--- config.mk ---
export PLATFORM = sky130hd
export DESIGN_NAME = uart_tx_fifo_cts
export DESIGN_NICKNAME = d
export VERILOG_FILES = /design/src/rtl/uart_pkg.sv /design/src/rtl/uart_sync_fifo.sv /design/src/rtl/uart_tx_fifo_cts.sv
export SDC_FILE = /design/constraint.sdc
export NUM_CORES = 1
export LEC_CHECK = 0
export BUFFER_PORTS_ARGS = -buffer_cell sky130_fd_sc_hd__buf_2
export CORE_ASPECT_RATIO = 0.9
export CORE_MARGIN = 8
export CORE_UTILIZATION = 67
export DETAILED_ROUTE_END_ITERATION = 10
export PLACE_DENSITY_LB_ADDON = 0.2
export RECOVER_POWER = 100
export SLEW_MARGIN = 20
export SYNTH_ARGS = -nofsm -noshare
export SYNTH_HDL_FRONTEND = slang
export SYNTH_SLANG_ARGS = --single-unit
--- constraint.sdc ---
create_clock -name clk -period 5.8 [get_ports clk]
set_input_delay 1.16 -clock clk [delete_from_list [all_inputs] [get_ports clk]]
set_output_delay 1.16 -clock clk [all_outputs]
set_load 0.05 [all_outputs]
--- src/rtl/uart_pkg.sv ---
// ---------------------------------------------------------------------------
// uart_pkg
// Shared definitions for the buffered, flow-controlled UART transmitter.
//   tx_state_e     : 2-bit FSM encoding (IDLE/START/DATA/STOP)
//   DEFAULT_CLK    : default system clock in Hz
//   DEFAULT_BPS    : default baud rate
//   DEFAULT_PERIOD : clock cycles per bit for the defaults (truncated)
//   FRAME_BITS     : bits per 8N1 frame (start + 8 data + stop)
//   CNT_W          : width of the per-bit down counter
// ---------------------------------------------------------------------------
`timescale 1ns/1ps
package uart_pkg;

    typedef enum logic [1:0] {
        IDLE  = 2'd0,
        START = 2'd1,
        DATA  = 2'd2,
        STOP  = 2'd3
    } tx_state_e;

    localparam int DEFAULT_CLK    = 7000000;
    localparam int DEFAULT_BPS    = 115200;
    localparam int DEFAULT_PERIOD = DEFAULT_CLK / DEFAULT_BPS;
    localparam int FRAME_BITS     = 10;
    localparam int CNT_W          = 16;

endpackage

--- src/rtl/uart_sync_fifo.sv ---
// ---------------------------------------------------------------------------
// uart_sync_fifo
// Single-clock show-ahead FIFO: rd_data always presents the head entry, so a
// consumer can take it in the same cycle it asserts rd_en.
// Ports:
//   clk, reset        : clock, asynchronous active-high reset
//   wr_en, wr_data    : enqueue strobe and data (ignored while full)
//   rd_en, rd_data    : dequeue strobe and head-of-queue data
//   full, empty       : occupancy flags
//   level             : occupancy count, 0..2**DEPTH_LOG2
// ---------------------------------------------------------------------------
`timescale 1ns/1ps
module uart_sync_fifo #(
    parameter int WIDTH      = 8,
    parameter int DEPTH_LOG2 = 4
) (
    input  logic                  clk,
    input  logic                  reset,
    input  logic                  wr_en,
    input  logic [WIDTH-1:0]      wr_data,
    input  logic                  rd_en,
    output logic [WIDTH-1:0]      rd_data,
    output logic                  full,
    output logic                  empty,
    output logic [DEPTH_LOG2:0]   level
);

    localparam int DEPTH = 2 ** DEPTH_LOG2;
    localparam logic [DEPTH_LOG2:0] FULL_COUNT = {1'b1, {DEPTH_LOG2{1'b0}}};

    logic [WIDTH-1:0]      mem [DEPTH];
    logic [DEPTH_LOG2-1:0] wr_ptr_q, wr_ptr_d;
    logic [DEPTH_LOG2-1:0] rd_ptr_q, rd_ptr_d;
    logic [DEPTH_LOG2:0]   count_q, count_d;
    logic                  do_wr;
    logic                  do_rd;

    // Flags come from the registered count, so a write in the same cycle as
    // a pop while full is still refused.
    assign full    = (count_q == FULL_COUNT);
    assign empty   = (count_q == '0);
    assign level   = count_q;
    assign rd_data = mem[rd_ptr_q];

    always_comb begin
        do_wr    = wr_en && !full;
        do_rd    = rd_en && !empty;
        wr_ptr_d = wr_ptr_q;
        rd_ptr_d = rd_ptr_q;
        count_d  = count_q;
        if (do_wr) begin
            wr_ptr_d = wr_ptr_q + DEPTH_LOG2'(1);
        end
        if (do_rd) begin
            rd_ptr_d = rd_ptr_q + DEPTH_LOG2'(1);
        end
        // Occupancy is tracked in its own counter rather than derived from
        // the pointers, so full and empty never alias.
        case ({do_wr, do_rd})
            2'b10:   count_d = count_q + (DEPTH_LOG2 + 1)'(1);
            2'b01:   count_d = count_q - (DEPTH_LOG2 + 1)'(1);
            default: count_d = count_q;
        endcase
    end

    always_ff @(posedge clk or posedge reset) begin
        if (reset) begin
            wr_ptr_q <= '0;
            rd_ptr_q <= '0;
            count_q  <= '0;
        end else begin
            wr_ptr_q <= wr_ptr_d;
            rd_ptr_q <= rd_ptr_d;
            count_q  <= count_d;
        end
    end

    // Storage needs no reset; stale entries are never visible past the count.
    always_ff @(posedge clk) begin
        if (do_wr) begin
            mem[wr_ptr_q] <= wr_data;
        end
    end

endmodule

--- src/rtl/uart_tx_fifo_cts.sv ---
// ---------------------------------------------------------------------------
// uart_tx_fifo_cts
// Buffered 8N1 UART transmitter (LSB first) gated by the peer's busy line.
// Bytes written by the CPU are queued and sent back-to-back while the peer is
// ready; a new frame only starts while the synchronised cts is low.
// Ports:
//   clk, reset : system clock, asynchronous active-high reset
//   wr_data    : byte to enqueue
//   wr_en      : enqueue strobe (one byte per cycle)
//   full/empty : FIFO occupancy flags
//   level      : FIFO occupancy count
//   overflow   : sticky flag, set by a write while full, cleared by reset
//   cts        : peer busy when high, asynchronous to clk
//   busy       : frame in progress or bytes still queued
//   tx         : registered serial output, idle high
// ---------------------------------------------------------------------------
`timescale 1ns/1ps
module uart_tx_fifo_cts
    import uart_pkg::*;
#(
    parameter int CLK        = DEFAULT_CLK,
    parameter int BPS        = DEFAULT_BPS,
    parameter int DEPTH_LOG2 = 4
) (
    input  logic                  clk,
    input  logic                  reset,
    input  logic [7:0]            wr_data,
    input  logic                  wr_en,
    output logic                  full,
    output logic                  empty,
    output logic [DEPTH_LOG2:0]   level,
    output logic                  overflow,
    input  logic                  cts,
    output logic                  busy,
    output logic                  tx
);

    localparam int PERIOD = CLK / BPS;
    localparam logic [CNT_W-1:0] BIT_RELOAD = CNT_W'(PERIOD - 1);

    tx_state_e        state_q, state_d;
    logic [CNT_W-1:0] cnt_q, cnt_d;
    logic [2:0]       bit_idx_q, bit_idx_d;
    logic [7:0]       shift_q, shift_d;
    logic             tx_q, tx_d;
    logic             overflow_q, overflow_d;
    logic             cts_meta_q, cts_meta_d;
    logic             cts_s_q, cts_s_d;

    logic             fifo_rd_en;
    logic [7:0]       fifo_rd_data;
    logic             fifo_full;
    logic             fifo_empty;
    logic             launch;

    uart_sync_fifo #(
        .WIDTH      (8),
        .DEPTH_LOG2 (DEPTH_LOG2)
    ) u_fifo (
        .clk     (clk),
        .reset   (reset),
        .wr_en   (wr_en),
        .wr_data (wr_data),
        .rd_en   (fifo_rd_en),
        .rd_data (fifo_rd_data),
        .full    (fifo_full),
        .empty   (fifo_empty),
        .level   (level)
    );

    assign full     = fifo_full;
    assign empty    = fifo_empty;
    assign overflow = overflow_q;
    assign tx       = tx_q;
    assign busy     = (state_q != IDLE) || !fifo_empty;

    always_comb begin
        state_d    = state_q;
        cnt_d      = cnt_q;
        bit_idx_d  = bit_idx_q;
        shift_d    = shift_q;
        fifo_rd_en = 1'b0;
        cts_meta_d = cts;
        cts_s_d    = cts_meta_q;
        overflow_d = overflow_q || (wr_en && fifo_full);

        // A frame may begin only at a frame boundary with data waiting and
        // the peer seen ready; cts is never consulted mid-frame.
        launch = !fifo_empty && !cts_s_q;

        case (state_q)
            IDLE: begin
                if (launch) begin
                    fifo_rd_en = 1'b1;
                    shift_d    = fifo_rd_data;
                    cnt_d      = BIT_RELOAD;
                    state_d    = START;
                end
            end
            START: begin
                if (cnt_q == '0) begin
                    cnt_d     = BIT_RELOAD;
                    bit_idx_d = 3'd0;
                    state_d   = DATA;
                end else begin
                    cnt_d = cnt_q - CNT_W'(1);
                end
            end
            DATA: begin
                if (cnt_q == '0) begin
                    cnt_d   = BIT_RELOAD;
                    shift_d = {1'b0, shift_q[7:1]};
                    if (bit_idx_q == 3'd7) begin
                        state_d = STOP;
                    end else begin
                        bit_idx_d = bit_idx_q + 3'd1;
                    end
                end else begin
                    cnt_d = cnt_q - CNT_W'(1);
                end
            end
            STOP: begin
                // Chain straight into the next start bit so queued bytes go
                // out with no idle gap between frames.
                if (cnt_q == '0) begin
                    if (launch) begin
                        fifo_rd_en = 1'b1;
                        shift_d    = fifo_rd_data;
                        cnt_d      = BIT_RELOAD;
                        state_d    = START;
                    end else begin
                        state_d = IDLE;
                    end
                end else begin
                    cnt_d = cnt_q - CNT_W'(1);
                end
            end
            default: begin
                state_d = IDLE;
            end
        endcase

        // The line level is a registered copy of the current state's bit, so
        // the pin trails the FSM by one cycle but is glitch-free.
        case (state_q)
            START:   tx_d = 1'b0;
            DATA:    tx_d = shift_q[0];
            default: tx_d = 1'b1;
        endcase
    end

    // The synchroniser resets to "peer busy" so nothing leaves until the peer
    // has actually been observed ready.
    always_ff @(posedge clk or posedge reset) begin
        if (reset) begin
            state_q    <= IDLE;
            cnt_q      <= '0;
            bit_idx_q  <= '0;
            shift_q    <= '0;
            tx_q       <= 1'b1;
            overflow_q <= 1'b0;
            cts_meta_q <= 1'b1;
            cts_s_q    <= 1'b1;
        end else begin
            state_q    <= state_d;
            cnt_q      <= cnt_d;
            bit_idx_q  <= bit_idx_d;
            shift_q    <= shift_d;
            tx_q       <= tx_d;
            overflow_q <= overflow_d;
            cts_meta_q <= cts_meta_d;
            cts_s_q    <= cts_s_d;
        end
    end

endmodule
Word level (Yosys, flattened, before mapping). Memory sizes are Yosys's and may differ from the RTL's. Cells that the tools add are included.

Flip-flop bits (word level): 46. Memories: 1. Output and inout port bits: 10. Input bits: 12. Memory bits (writable): 128.

Memories: u_fifo.mem (words 16, bits a word 8, rd ports 1, clocked after memory_dff 0, wr ports 1, RTL line uart_sync_fifo.sv:31) `logic [WIDTH-1:0] mem [DEPTH];`.

Mux-type cells: 26. Eq/ne operators: 13. $add $sub $neg: 6. Reductions and logical operators: 20.

Operators with widths (number): 2-to-1 mux 16 bit (3); one-hot mux 16 bit (3 select lines) (1); 2-to-1 mux 8 bit (3); one-hot mux 8 bit (3 select lines) (1); logical NOT 16 bit (1); subtractor 16 x 1 -> 16 bit, second input constant (1); != test 2 bit, second input constant (6); 2-to-1 mux 2 bit (5); one-hot mux 5 bit (2 select lines) (1); 2-to-1 mux 3 bit (3); adder 4 x 1 -> 4 bit, second input constant (2); one-hot mux 2 bit (4 select lines) (1); == test 2 bit, second input constant (3); one-hot mux 3 bit (2 select lines) (1); nonzero test 2 bit (3); adder 5 x 1 -> 5 bit, second input constant (1); == test 5 bit, second input constant (1); logical NOT 5 bit (1); 2-to-1 mux 1 bit (5); AND reduction 5 bit (1); subtractor 5 x 1 -> 5 bit, second input constant (1); == test 2 x 1 -> 1 bit, second input constant (2); logical AND 1 bit (4); one-hot mux 1 bit (2 select lines) (2); other kinds (9) (12).

Longest topological paths before layout. Gate-level depths: netlist of the first run.

Depth after elaboration: 9. Gate-level depth with buffers: 13.

Hierarchy. A second synthesis of the first run with hierarchy kept.

Cell total of the unflattened synthesis: 538. Area total of the unflattened synthesis: 7836.3 sq um.

Modules (own cells, without submodules): uart_sync_fifo (times used 1, seq. area each 4169.0 sq um, cells each 333, area each 5796.8 sq um); uart_tx_fifo_cts (times used 1, seq. area each 829.5 sq um, cells each 205, area each 2039.5 sq um).

Least setup slack after synthesis of the first run. Ideal clock, no wire load.

Kind: register -> output. From: register u_fifo.count_q[0] (netlist: u_fifo.level[0]). To: output busy. Data required time: 4.640 ns. Arrival: 2.540 ns. Slack: 2.100 ns. Cell stages (with the launch flop): 4. Path through: dfrtp_1 or4_1 nor2_1 nand2_1.

Longest elaborated chain between the ends: 3.

RTL lines: start: declaration (RTL line uart_sync_fifo.sv:34) `logic [DEPTH_LOG2:0] count_q, count_d;`; start signal: assignment (RTL line uart_sync_fifo.sv:74) `count_q <= count_d;`; logical NOT 5 bit (RTL line uart_sync_fifo.sv:41) `assign empty = (count_q == '0);`; named net empty (RTL line uart_tx_fifo_cts.sv:30) `output logic empty,`; logical NOT 1 bit (RTL line uart_tx_fifo_cts.sv:75) `assign busy = (state_q != IDLE) || !fifo_empty;`; logical OR 1 bit (RTL line uart_tx_fifo_cts.sv:75); end: declaration (RTL line uart_tx_fifo_cts.sv:34) `output logic busy,`.

The timed path passes the listed nets, and every way through them passes these cells.

Worst setup path in the final report of the first run.
From: register cnt_q[7]. To: register u_fifo.count_q[4] (netlist: u_fifo.level[4]).

Longest elaborated chain between the ends: 6.

RTL lines: start: declaration (RTL line uart_tx_fifo_cts.sv:42) `logic [CNT_W-1:0] cnt_q, cnt_d;`; start signal: assignment (RTL line uart_tx_fifo_cts.sv:166) `cnt_q <= cnt_d;`; logical NOT 16 bit (*) (RTL line uart_tx_fifo_cts.sv:125) `if (cnt_q == '0) begin`; 2-to-1 mux 1 bit (*) (RTL line uart_tx_fifo_cts.sv:125); one-hot mux 1 bit (2 select lines) (*) (RTL line uart_tx_fifo_cts.sv:91) `case (state_q)`; logical AND 1 bit (*) (RTL line uart_sync_fifo.sv:47) `do_rd = rd_en && !empty;`; named net u_fifo.do_rd (RTL line uart_sync_fifo.sv:36) `logic do_rd;`; == test 2 x 1 -> 1 bit / == test 2 bit (equally long branches) (RTL line uart_sync_fifo.sv:59) `case ({do_wr, do_rd})`; one-hot mux 5 bit (2 select lines) / nonzero test 2 bit (equally long branches).

Mark *: on every way through the listed nets, which the timed path passes. The rest lies on a longest branch. A chain may end at the register's enable or synchronous reset.

==> results of run 1 <==
## cells by family (layout without fill, tap and decap cells)
logic type,after synthesis,count (layout)
muxes,35,35
and+or+nand+nor,105,105
DFF,174,174
AOI/OAI and AO/OA,100,100
adders and majority gates,19,19
buffers and inverters,37,73
xor gates and xnor gates,10,10
## cells in the final DEF (no fill, tap or decap), drive strengths merged, types with 5 or more instances in the layout
cell type / instances
edfxtp: 128
dfrtp: 43
clkbuf: 39
a21oi: 34
mux4: 32
nor2: 28
nand2: 21
inv: 21
a22oi: 18
ha: 18
o21ai: 16
nor3: 16
a31oi: 8
xnor2: 6
nor4: 6
or3: 5
clkinv: 5
## final cells by class
| cell class | instances | area, sq um | share of cell area, % |
|---|---|---|---|
| multi-input cells | 269 | 2300 | 28.0 |
| flip-flops and latches | 174 | 5000 | 60.8 |
| inverters | 16 | 60.1 | 0.730 |
| clock buffers | 17 | 425 | 5.17 |
| repair buffers | 26 | 105 | 1.28 |
| well taps | 152 | 190 | 2.31 |
| clock inverters | 14 | 140 | 1.70 |
## worst max path at each step
stage,to,depth (start not counted),from,slack (ns)
finish,u_fifo.level[4],11,cnt_q[7],1.73
global route,u_fifo.level[4],11,cnt_q[7],1.39
CTS,u_fifo.level[4],13,cnt_q[0],2.49
detailed placement,u_fifo.level[4],13,cnt_q[0],2.53
global placement,u_fifo.level[4],13,cnt_q[0],2.70
floorplan,busy,3,u_fifo.level[0],2.10
## per-stage QoR
stage / hold WS (ns) / area [sq um] / setup WS (ns)
floorplan: 0.345 / 7500 / 2.10
global placement: 0.350 / 7740 / 2.70
detailed placement: 0.352 / 7740 / 2.53
CTS: 0.362 / 8310 / 2.49
global route: 0.365 / 8220 / 1.39
finish: 0.360 / 8220 / 1.73
## flip-flops by register name (all words and copies together) (netlist names)
name / count
cnt_q: 16
cts_meta_q: 1
bit_idx_q: 3
u_fifo.mem: 128
cts_s_q: 1
state_q: 2
u_fifo.level: 5
shift_q: 8
tx: 1
overflow: 1
u_fifo.rd_ptr_q: 4
u_fifo.wr_ptr_q: 4
## power by group
part	switching (W)	total, W	internal, W
Combinational	0.000277	0.000384	0.000107
Clock	0.000469	0.00110	0.000631
Sequential	0.0000827	0.00155	0.00147
Total	0.000828	0.00303	0.00221
## metal layers
layer,global-route usage (%),up-vias
met4,10.7,0
met3,5.16,27
met5,0,-
met1,29.0,2182
li1,-,1918
met2,37.3,193
## critical path, cell delays in order, from the launching register on
cell and delay, ns:
dfrtp_1 0.44, nor4_1 0.98, nand4_4 0.29, o21ai_0 0.66, ha_1 0.35, inv_1 0.11
fa_1 0.41, nor2b_1 0.12, o21ai_0 0.10, and3_1 0.19, nor3_1 0.18, xor2_1 0.16
==> results by group, run 1 <==
Yosys
  • Yosys top cell area share: 51.2%
  • Adder-cell share of the synthesized area: 3.27%
  • Ys flop type: edfxtp_1
  • Mapped Avg Cell Area: 15.6 sq um
  • #FFs+latches synth: 174
  • Synth area leaders: edfxtp_1 51%, dfrtp_1 14%, mux4_2 9.6%
  • Netlist cell types: 58
  • Post-synth ARST share: 26.4%
  • Largest family of logic cells by synthesized area: multiplexers
  • Post-Synth XOR/XNOR Area: 1.17%
  • Cell count after synthesis: 480
  • Post-synthesis mux area share: 10.0%
  • Syn_nets: 511
  • Sequential area share after synthesis: 66.6%
  • Yosys warning count: 0
  • Synthesized area: 7500 sq um
  • Post-synth EDFFs: 128
  • Complex-gate fraction of the synthesized area: 9.17%
  • Post-Synth Simple-Gate Area: 7.69%
  • Synth top cells by count: 128 x edfxtp_1, 43 x dfrtp_1, 32 x mux4_2
  • Synth area leader: edfxtp_1
  • Top-count cell post-synth: edfxtp_1

Timing
  • Unrepaired setup endpoints after global routing: no
  • Period utilization: 70.1%
  • Setup TNS: 0 ns
  • Endpoints failing hold: 0
  • Worst Clk Skew: 0.0115 ns
  • Max-slew violations: 63
  • F_max: 246 MHz
  • Minimum clock period: 4.07 ns
  • Slew margin rel.: -22.2%
  • Final setup viols: 0
  • Tightest Pin Transition: 1.83 ns

Layout
  • Layout Cells excl Fill: 668
  • Util after Layout: 75.7%
  • Layout area overhead: 9.59%
  • Diodes inserted: 0
  • Fin nets: 535
  • FILL cells: 628
  • Share of layout cells above drive strength 1: 16.1%

Routing
  • WL per Instance: 23.6 microns
  • Initial DRC Count: 399
  • DRT Pass-1 Iters: 5
  • Met3 WL post-DR: 1.06 mm
  • Total wire length: 15.7 mm
  • Antenna viol nets, final: 0
  • Via density: 6.47
  • DR top layer: met4
  • Vias: 4320
  • M1 WL: 6.45 mm
  • WL met2: 7.87 mm
  • Number of remaining DRC errors: 0

Critical path
  • R2R setup slack: 1.73 ns
  • Critical path startpoint category: register
  • Worst EP required: 6.15 ns
  • Crit Reg-Reg Endpoint: u_fifo.level[4]
  • Critical R2R Launch: cnt_q[7]
  • Critical path peak fanout: 8
  • WS Path Type: register to register
  • Critical Path End Type: register
  • Crit path arrival time: 4.41 ns
  • Reg2Reg Depth: 11

Clock network
  • Clock Tree Buf Depth: 2
  • CTS tree: built
  • Clock sink total: 174
  • Reg clk slew, reported paths: 0.06 ns
  • Resized Gates After CTS: 0
  • Skew-Pair Late Insertion Delay: 0.43 ns
  • Hold_buf cts: 0
  • H-tree Lvls: 4
  • TritonCTS buffer count: 17
  • Root Buffer: clkbuf_16
  • Setup bufs post-CTS: 0

Global route
  • First-pass GRT wire length: 24.8 mm
  • Vias in the first global route: 4445
  • Pin count of the biggest net entering global routing: 47
  • Initial antenna violation count: 0
  • Tot GR Track Use: 22.9%
  • GRT Residual Overflow: 0

Die
  • # rows: 36
  • Die Ht: 116 microns
  • Placeable Area: 10900 sq um
  • Initial Util: 69.1%
  • DIE AREA: 14800 sq um
  • Die width: 128 microns
  • IO Count: 22

Placed design
  • Global placement routability congestion: 0.794
  • Placed cell count: 637
  • Dpl hpwl: 9.69 mm
  • Number of buffers added on ports: 21

Run status
  • Failing checks: max-capacitance violations, max-slew violations
  • Status: finished with violations

Power
  • PwrDens: 369 nW/um^2
  • Worst VDD drop: 486 uV
  • P_leak: 2.93 nW
  • Overall Power: 0.00303 W

Flow run
  • Total of max-cap violations: 2

Hold path
  • Worst Hold End: cts_s_q
  • HP Start: cts_meta_q
  • Worst min-delay path category: register to register
  • Hold Crit Depth: 0
Power figures use the tool's default switching activity.
==> inputs of run 2 (changes only) <==
--- a/config.mk
+++ b/config.mk
@@ -8,7 +8,7 @@
 export BUFFER_PORTS_ARGS = -buffer_cell sky130_fd_sc_hd__buf_2
 export CORE_ASPECT_RATIO = 0.9
 export CORE_MARGIN = 8
-export CORE_UTILIZATION = 67
+export CORE_UTILIZATION = 56
 export DETAILED_ROUTE_END_ITERATION = 10
 export PLACE_DENSITY_LB_ADDON = 0.2
 export RECOVER_POWER = 100
==> constraint.sdc (replaced) <==
create_clock -name clk -period 3.4 [get_ports clk]
set_input_delay 0.68 -clock clk [delete_from_list [all_inputs] [get_ports clk]]
set_output_delay 0.68 -clock clk [all_outputs]
set_load 0.05 [all_outputs]
==> run 2 against run 1 <==
Die area rose by 17%; critical path depth grew 2; highest routed layer unchanged; via count down 2.5%; the flow still finishes with violations (max-capacitance violations, max-slew violations); final cell count grew 3.0%; largest power group unchanged; core utilization fell by 13 points; clock power is 86% higher; cell area up 1.6%; setup slack worse by 1.4 ns.
==> results by group, run 2 (same netlist as run 1, synthesis figures left out) <==
Clock network
  • Skew-Pair Late Insertion Delay: 0.43 ns (about the same)
  • Reg clk slew, reported paths: 0.06 ns (about the same)
  • Clock Tree Buf Depth: 2 (unchanged)
  • Setup bufs post-CTS: 0 (unchanged)
  • H-tree Lvls: 4 (unchanged)
  • Clock sink total: 174 (unchanged)
  • Hold_buf cts: 0 (unchanged)
  • TritonCTS buffer count: 17 (unchanged)
  • CTS tree: built
  • Resized Gates After CTS: 0 (unchanged)
  • Root Buffer: clkbuf_16

Routing
  • DRT Pass-1 Iters: 5 (unchanged)
  • WL per Instance: 21.7 microns (-7.9%)
  • Number of remaining DRC errors: 0 (unchanged)
  • Initial DRC Count: 458 (+15%)
  • Via density: 6.12 (-5.4%)
  • Vias: 4210 (-2.5%)
  • Antenna viol nets, final: 0 (unchanged)
  • Total wire length: 14.9 mm (-5.1%)

Layout
  • Share of layout cells above drive strength 1: 17.1% (+1.0 points)
  • Layout area overhead: 11.3%
  • Design area: 8350 sq um (+1.6%)
  • Most frequent cells in the layout: 128 x edfxtp_1, 43 x dfrtp_1, 32 x mux4_2
  • Largest regs: u_fifo.mem: 128 flops, cnt_q: 16 flops, shift_q: 8 flops
  • Largest register FFs: 128 (unchanged)
  • Most common cell after layout, fill and taps aside: edfxtp_1
  • Diodes inserted: 0 (unchanged)
  • Fin nets: 539 (+0.75%)
  • Biggest register: u_fifo.mem
  • FILL cells: 978 (+56%)

Timing
  • Setup WS post-layout: 0.288 ns (-1.45 ns)
  • Endpoints failing hold: 0 (unchanged)
  • Period utilization: 91.5% (+21 points)
  • Slew margin rel.: -32.4% (-10 points)
  • Tightest Pin Transition: 1.98 ns (+0.143 ns)
  • F_max: 321 MHz (+31%)
  • Setup TNS: 0 ns (unchanged)
  • Final setup viols: 0 (unchanged)
  • Unrepaired setup endpoints after global routing: no
  • Worst Clk Skew: 0.00813 ns (-0.00334 ns)
  • Max-slew violations: 47 (-25%)
  • Minimum clock period: 3.11 ns (-0.955 ns)

Critical path
  • Critical Path End Type: register
  • WS Path Type: register to register
  • Number of cells on the critical path: 13 (+2)
  • CP bufs+invs: 2 (+1)
  • Critical Path Slowest Stage Cell: fa_1
  • CP top delay family: simple AND/OR/NAND/NOR gates
  • Critical path startpoint category: register
  • Worst EP required: 3.75 ns (-2.40 ns)
  • Worst path max stage delay: 0.42 ns (-0.56 ns)
  • Critical path peak fanout: 6 (-2)
  • Crit-path cells: inv_1 > ha_1 > nor3b_2 > nand4_4 > o21ai_2 > ha_1 > inv_1 > fa_1 > nor2b_1 > o21ai_0 > and3_1 > nor3_1 > xor2_1
  • Reg2Reg Depth: 13 (+2)
  • Crit path arrival time: 3.47 ns (-0.94 ns)

Global route
  • Met3 Use GR: 4.92% (-0.24 points)
  • Met1 GRT Util: 23.7% (-5.3 points)
  • Vias in the first global route: 4238 (-4.7%)
  • Met2 Resource Use GR: 27.2% (-10 points)
  • Pin count of the biggest net entering global routing: 47 (unchanged)
  • GRT Residual Overflow: 0 (unchanged)
  • Tot GR Track Use: 17.6% (-5.2 points)
  • Global routing's busiest layer: met2
  • Initial antenna violation count: 0 (unchanged)
  • First-pass GRT wire length: 23.7 mm (-4.5%)

Run status
  • Status: finished with violations
  • Failing checks: max-capacitance violations, max-slew violations

Hold path
  • Worst min-delay path category: input pin to register
  • Hold Crit Depth: 1 (+1)

Die
  • Placeable Area: 13200 sq um (+22%)
  • Die Ht: 126 microns (+8.1%)
  • DIE AREA: 17400 sq um (+17%)
  • Die width: 138 microns (+8.2%)
  • IO Count: 22 (unchanged)
  • Initial Util: 56.8% (-12 points)
  • # rows: 40 (+11%)

Placed design
  • Dpl hpwl: 9.57 mm (-1.2%)
  • Global placement routability congestion: 0.830 (+4.6%)
  • Placed cell areas: 7790 sq um (+0.63%)
  • Number of buffers added on ports: 21 (unchanged)
  • Post-Place Setup Slack: 0.244 ns (-2.28 ns)

Power
  • P_leak: 2.98 nW (+1.5%)
  • PwrDens: 637 nW/um^2 (+72%)
  • Worst VDD drop: 484 uV (-0.41%)

Flow run
  • Total of max-cap violations: 2 (unchanged)
## run 2: changes by cell type in the layout (fill, tap and decap cells not counted), moves of 2 or more
cell       previous run  this run
dfrtp_1              41        43
clkbuf_2              0         2
bufinv_16             2         4
clkinv_1              3         0
dfrtp_2               2         0
clkinv_2              2         0
clkbuf_1             22        26
## run 2: cell type report
type	count	area (sq um)	area share, %
clock buffers	20	437	5.23
inverters	16	61.3	0.734
clock inverters	11	181	2.17
well taps	168	210	2.52
repair buffers	30	126	1.51
multi-input cells	269	2340	28.0
flip-flops and latches	174	5000	59.8
## run 2: metrics by stage
step           hold slack, ns  total power (W)  instances  util (%)
2_1_floorplan           0.345          0.00311        480         -
3_3_place_gp            0.350          0.00331        657      59.0
3_5_place_dp            0.348          0.00334        657      59.0
4_1_cts                 0.328          0.00538        688      63.7
5_1_grt                 0.334          0.00551        688      63.2
6_report                0.345          0.00532        688      63.2
## run 2: where the power goes
group	leakage [nW]	internal (W)	total, W	switching (W)
clock network	0.294	0.00124	0.00205	0.000806
logic	0.962	0.000182	0.000641	0.000459
registers	1.72	0.00250	0.00263	0.000127
## run 2: final timing paths
path,startpoint,to,slack [ns]
setup / recovery,cnt_q[0],u_fifo.level[4],0.29
hold / removal,cts,cts_meta_q,0.35
setup reg to reg,cnt_q[0],u_fifo.level[4],0.29
hold reg to reg,cts_meta_q,cts_s_q,0.36
max in group asynchronous,reset,cnt_q[8],1.74
min in group asynchronous,reset,bit_idx_q[0],0.76
## run 2: metal layers
| layer | vias up | part of all wire [%] | wire length [microns] |
|---|---|---|---|
| met5 | - | 0 | 0 |
| met4 | 0 | 1.6 | 246 |
| met3 | 16 | 5.1 | 758 |
| met2 | 116 | 48 | 7190 |
| met1 | 2152 | 45 | 6740 |
| li1 | 1926 | - | - |
==> inputs of run 3 (changes only) <==
--- a/config.mk
+++ b/config.mk
@@ -6,8 +6,8 @@
 export NUM_CORES = 1
 export LEC_CHECK = 0
 export BUFFER_PORTS_ARGS = -buffer_cell sky130_fd_sc_hd__buf_2
-export CORE_ASPECT_RATIO = 0.9
-export CORE_MARGIN = 8
+export CORE_ASPECT_RATIO = 2
+export CORE_MARGIN = 4
 export CORE_UTILIZATION = 56
 export DETAILED_ROUTE_END_ITERATION = 10
 export PLACE_DENSITY_LB_ADDON = 0.2
==> run 3 against run 2 <==
The flow still finishes with violations (max-capacitance violations, max-slew violations); power shrank 0.39%; largest cell class unchanged; combinational power rose by 2%; first-iteration DRC count decreased by 61%; sequential share of layout area down 0.063 points; flip-flop and latch count stayed put; maximum frequency is 2.6% higher; cell area grew 0.10%.
==> results by group, run 3 (same netlist as run 1, synthesis figures left out) <==
Layout
  • Most common cell after layout, fill and taps aside: edfxtp_1
  • Layout area overhead: 11.5%
  • Largest register FFs: 128 (unchanged)
  • Biggest register: u_fifo.mem
  • Share of layout cells above drive strength 1: 17.3% (+0.15 points)
  • Largest regs: u_fifo.mem: 128 flops, cnt_q: 16 flops, shift_q: 8 flops
  • Most frequent cells in the layout: 128 x edfxtp_1, 43 x dfrtp_1, 32 x mux4_2
  • Diodes inserted: 0 (unchanged)
  • Fin nets: 545 (+1.1%)

Clock network
  • Setup bufs post-CTS: 0 (unchanged)
  • Hold_buf cts: 0 (unchanged)
  • CTS tree: built
  • Clock sink total: 174 (unchanged)
  • Skew-Pair Late Insertion Delay: 0.42 ns (about the same)
  • Clock Tree Buf Depth: 2 (unchanged)
  • Resized Gates After CTS: 0 (unchanged)
  • H-tree Lvls: 4 (unchanged)
  • TritonCTS buffer count: 17 (unchanged)
  • Reg clk slew, reported paths: 0.07 ns (about the same)
  • Root Buffer: clkbuf_16

Global route
  • Initial antenna violation count: 0 (unchanged)
  • Tot GR Track Use: 20.3% (+2.7 points)
  • Vias in the first global route: 4481 (+5.7%)
  • GRT Residual Overflow: 0 (unchanged)
  • Pin count of the biggest net entering global routing: 47 (unchanged)
  • First-pass GRT wire length: 23.6 mm (-0.32%)

Placed design
  • Post-Place Setup Slack: 0.395 ns (+0.151 ns)
  • Number of buffers added on ports: 21 (unchanged)
  • Dpl hpwl: 10.3 mm (+7.6%)
  • Global placement routability congestion: 0.832 (+0.20%)

Run status
  • Failing checks: max-capacitance violations, max-slew violations
  • Status: finished with violations

Die
  • # rows: 59 (+48%)
  • IO Count: 22 (unchanged)
  • Die width: 89.9 microns (-35%)
  • DIE AREA: 15400 sq um (-11%)
  • Placeable Area: 13100 sq um (-1.1%)
  • Initial Util: 57.4% (+0.64 points)
  • Die Ht: 172 microns (+36%)

Routing
  • Initial DRC Count: 177 (-61%)
  • WL per Instance: 21.6 microns (-0.26%)
  • Total wire length: 14.7 mm (-1.6%)
  • Antenna viol nets, final: 0 (unchanged)
  • DRT Pass-1 Iters: 4 (-1)
  • Vias: 4149 (-1.4%)
  • Number of remaining DRC errors: 0 (unchanged)
  • Via density: 6.11 (-0.14%)

Timing
  • Unrepaired setup endpoints after global routing: no
  • F_max: 330 MHz (+2.6%)
  • Endpoints failing hold: 0 (unchanged)
  • Minimum clock period: 3.03 ns (-0.0794 ns)
  • Setup TNS: 0 ns (unchanged)
  • Final setup viols: 0 (unchanged)
  • Final hold slack: 0.350 ns (+0.00463 ns)
  • Worst Clk Skew: 0.0125 ns (+0.00433 ns)
  • Period utilization: 89.2% (-2.3 points)
  • Max-slew violations: 47 (unchanged)
  • Tightest Pin Transition: 2.11 ns (+0.133 ns)
  • Setup WS post-layout: 0.367 ns (+0.0794 ns)
  • Slew margin rel.: -41.3% (-8.9 points)

Critical path
  • Crit-path cells: inv_1 > ha_1 > nor3b_2 > nand4_4 > o21ai_2 > ha_1 > inv_1 > fa_1 > nor2b_1 > o21ai_0 > and3_1 > nor3_1 > xor2_1
  • Worst path max stage delay: 0.42 ns (about the same)
  • Critical path startpoint category: register
  • Critical Path End Type: register
  • R2R setup slack: 0.37 ns (+0.08 ns)
  • Crit path arrival time: 3.38 ns (-0.09 ns)
  • Worst EP required: 3.75 ns (about the same)
  • WS Path Type: register to register
  • Critical Path Slowest Stage Cell: fa_1
  • Critical path peak fanout: 6 (unchanged)

Power
  • P_leak: 2.99 nW (+0.45%)
  • PwrDens: 633 nW/um^2 (-0.50%)
  • Overall Power: 0.00530 W (-0.39%)
  • Worst VDD drop: 413 uV (-15%)

Flow run
  • Total of max-cap violations: 1 (-1)

Hold path
  • Worst min-delay path category: input pin to register
[run 3: per-stage QoR]
stage,instance area [sq um],instances,utilization (%)
2_1_floorplan,7500,480,-
3_3_place_gp,7830,647,59.9
4_1_cts,8460,679,64.7
3_5_place_dp,7830,647,59.9
6_report,8360,679,64.0
5_1_grt,8360,679,64.0
[run 3: report_power, final]
| group | leakage (nW) | internal [W] | switching (W) | total (W) |
|---|---|---|---|---|
| Clock | 0.305 | 0.00113 | 0.000888 | 0.00202 |
| Sequential | 1.72 | 0.00250 | 0.000122 | 0.00262 |
| Combinational | 0.965 | 0.000185 | 0.000471 | 0.000656 |
| Total | 2.99 | 0.00382 | 0.00148 | 0.00530 |
[run 3: worst max-delay path: cells and delay by family, from the launching register on]
family | cells | cell delay, ns
AOI/OAI and AO/OA | 2 | 0.30
xor gates and xnor gates | 1 | 0.17
adders and majority gates | 3 | 0.86
buffers and inverters | 2 | 0.17
DFF | 1 | 0.41
and+or+nand+nor | 5 | 1.05
[run 3: path summary, 6_finish.rpt]
kind                       startpoint  cells after the start                 end
setup reg to reg             cnt_q[0]                     13     u_fifo.level[4]
hold / removal                    cts                      1          cts_meta_q
max in group asynchronous       reset                      2          shift_q[3]
setup / recovery             cnt_q[0]                     13     u_fifo.level[4]
hold reg to reg            cts_meta_q                      0             cts_s_q
min in group asynchronous       reset                      2  u_fifo.rd_ptr_q[0]
[run 3: layout make-up]
| type | instances | area, sq um |
|---|---|---|
| inverter | 16 | 61.3 |
| multi-input combinational | 269 | 2340 |
| tap | 152 | 190 |
| sequential | 174 | 5000 |
| fill | 944 | 4700 |
| clock inverter | 15 | 199 |
| timing repair buffer | 36 | 149 |
| clock buffer | 17 | 425 |
[run 3: metal layers]
layer	vias up	part of all wire (%)	GRT usage (%)
li1	1938	-	-
met1	2118	36	20.0
met2	67	60	41.1
met3	26	1.7	3.15
met4	0	2.4	9.21
met5	-	0	0
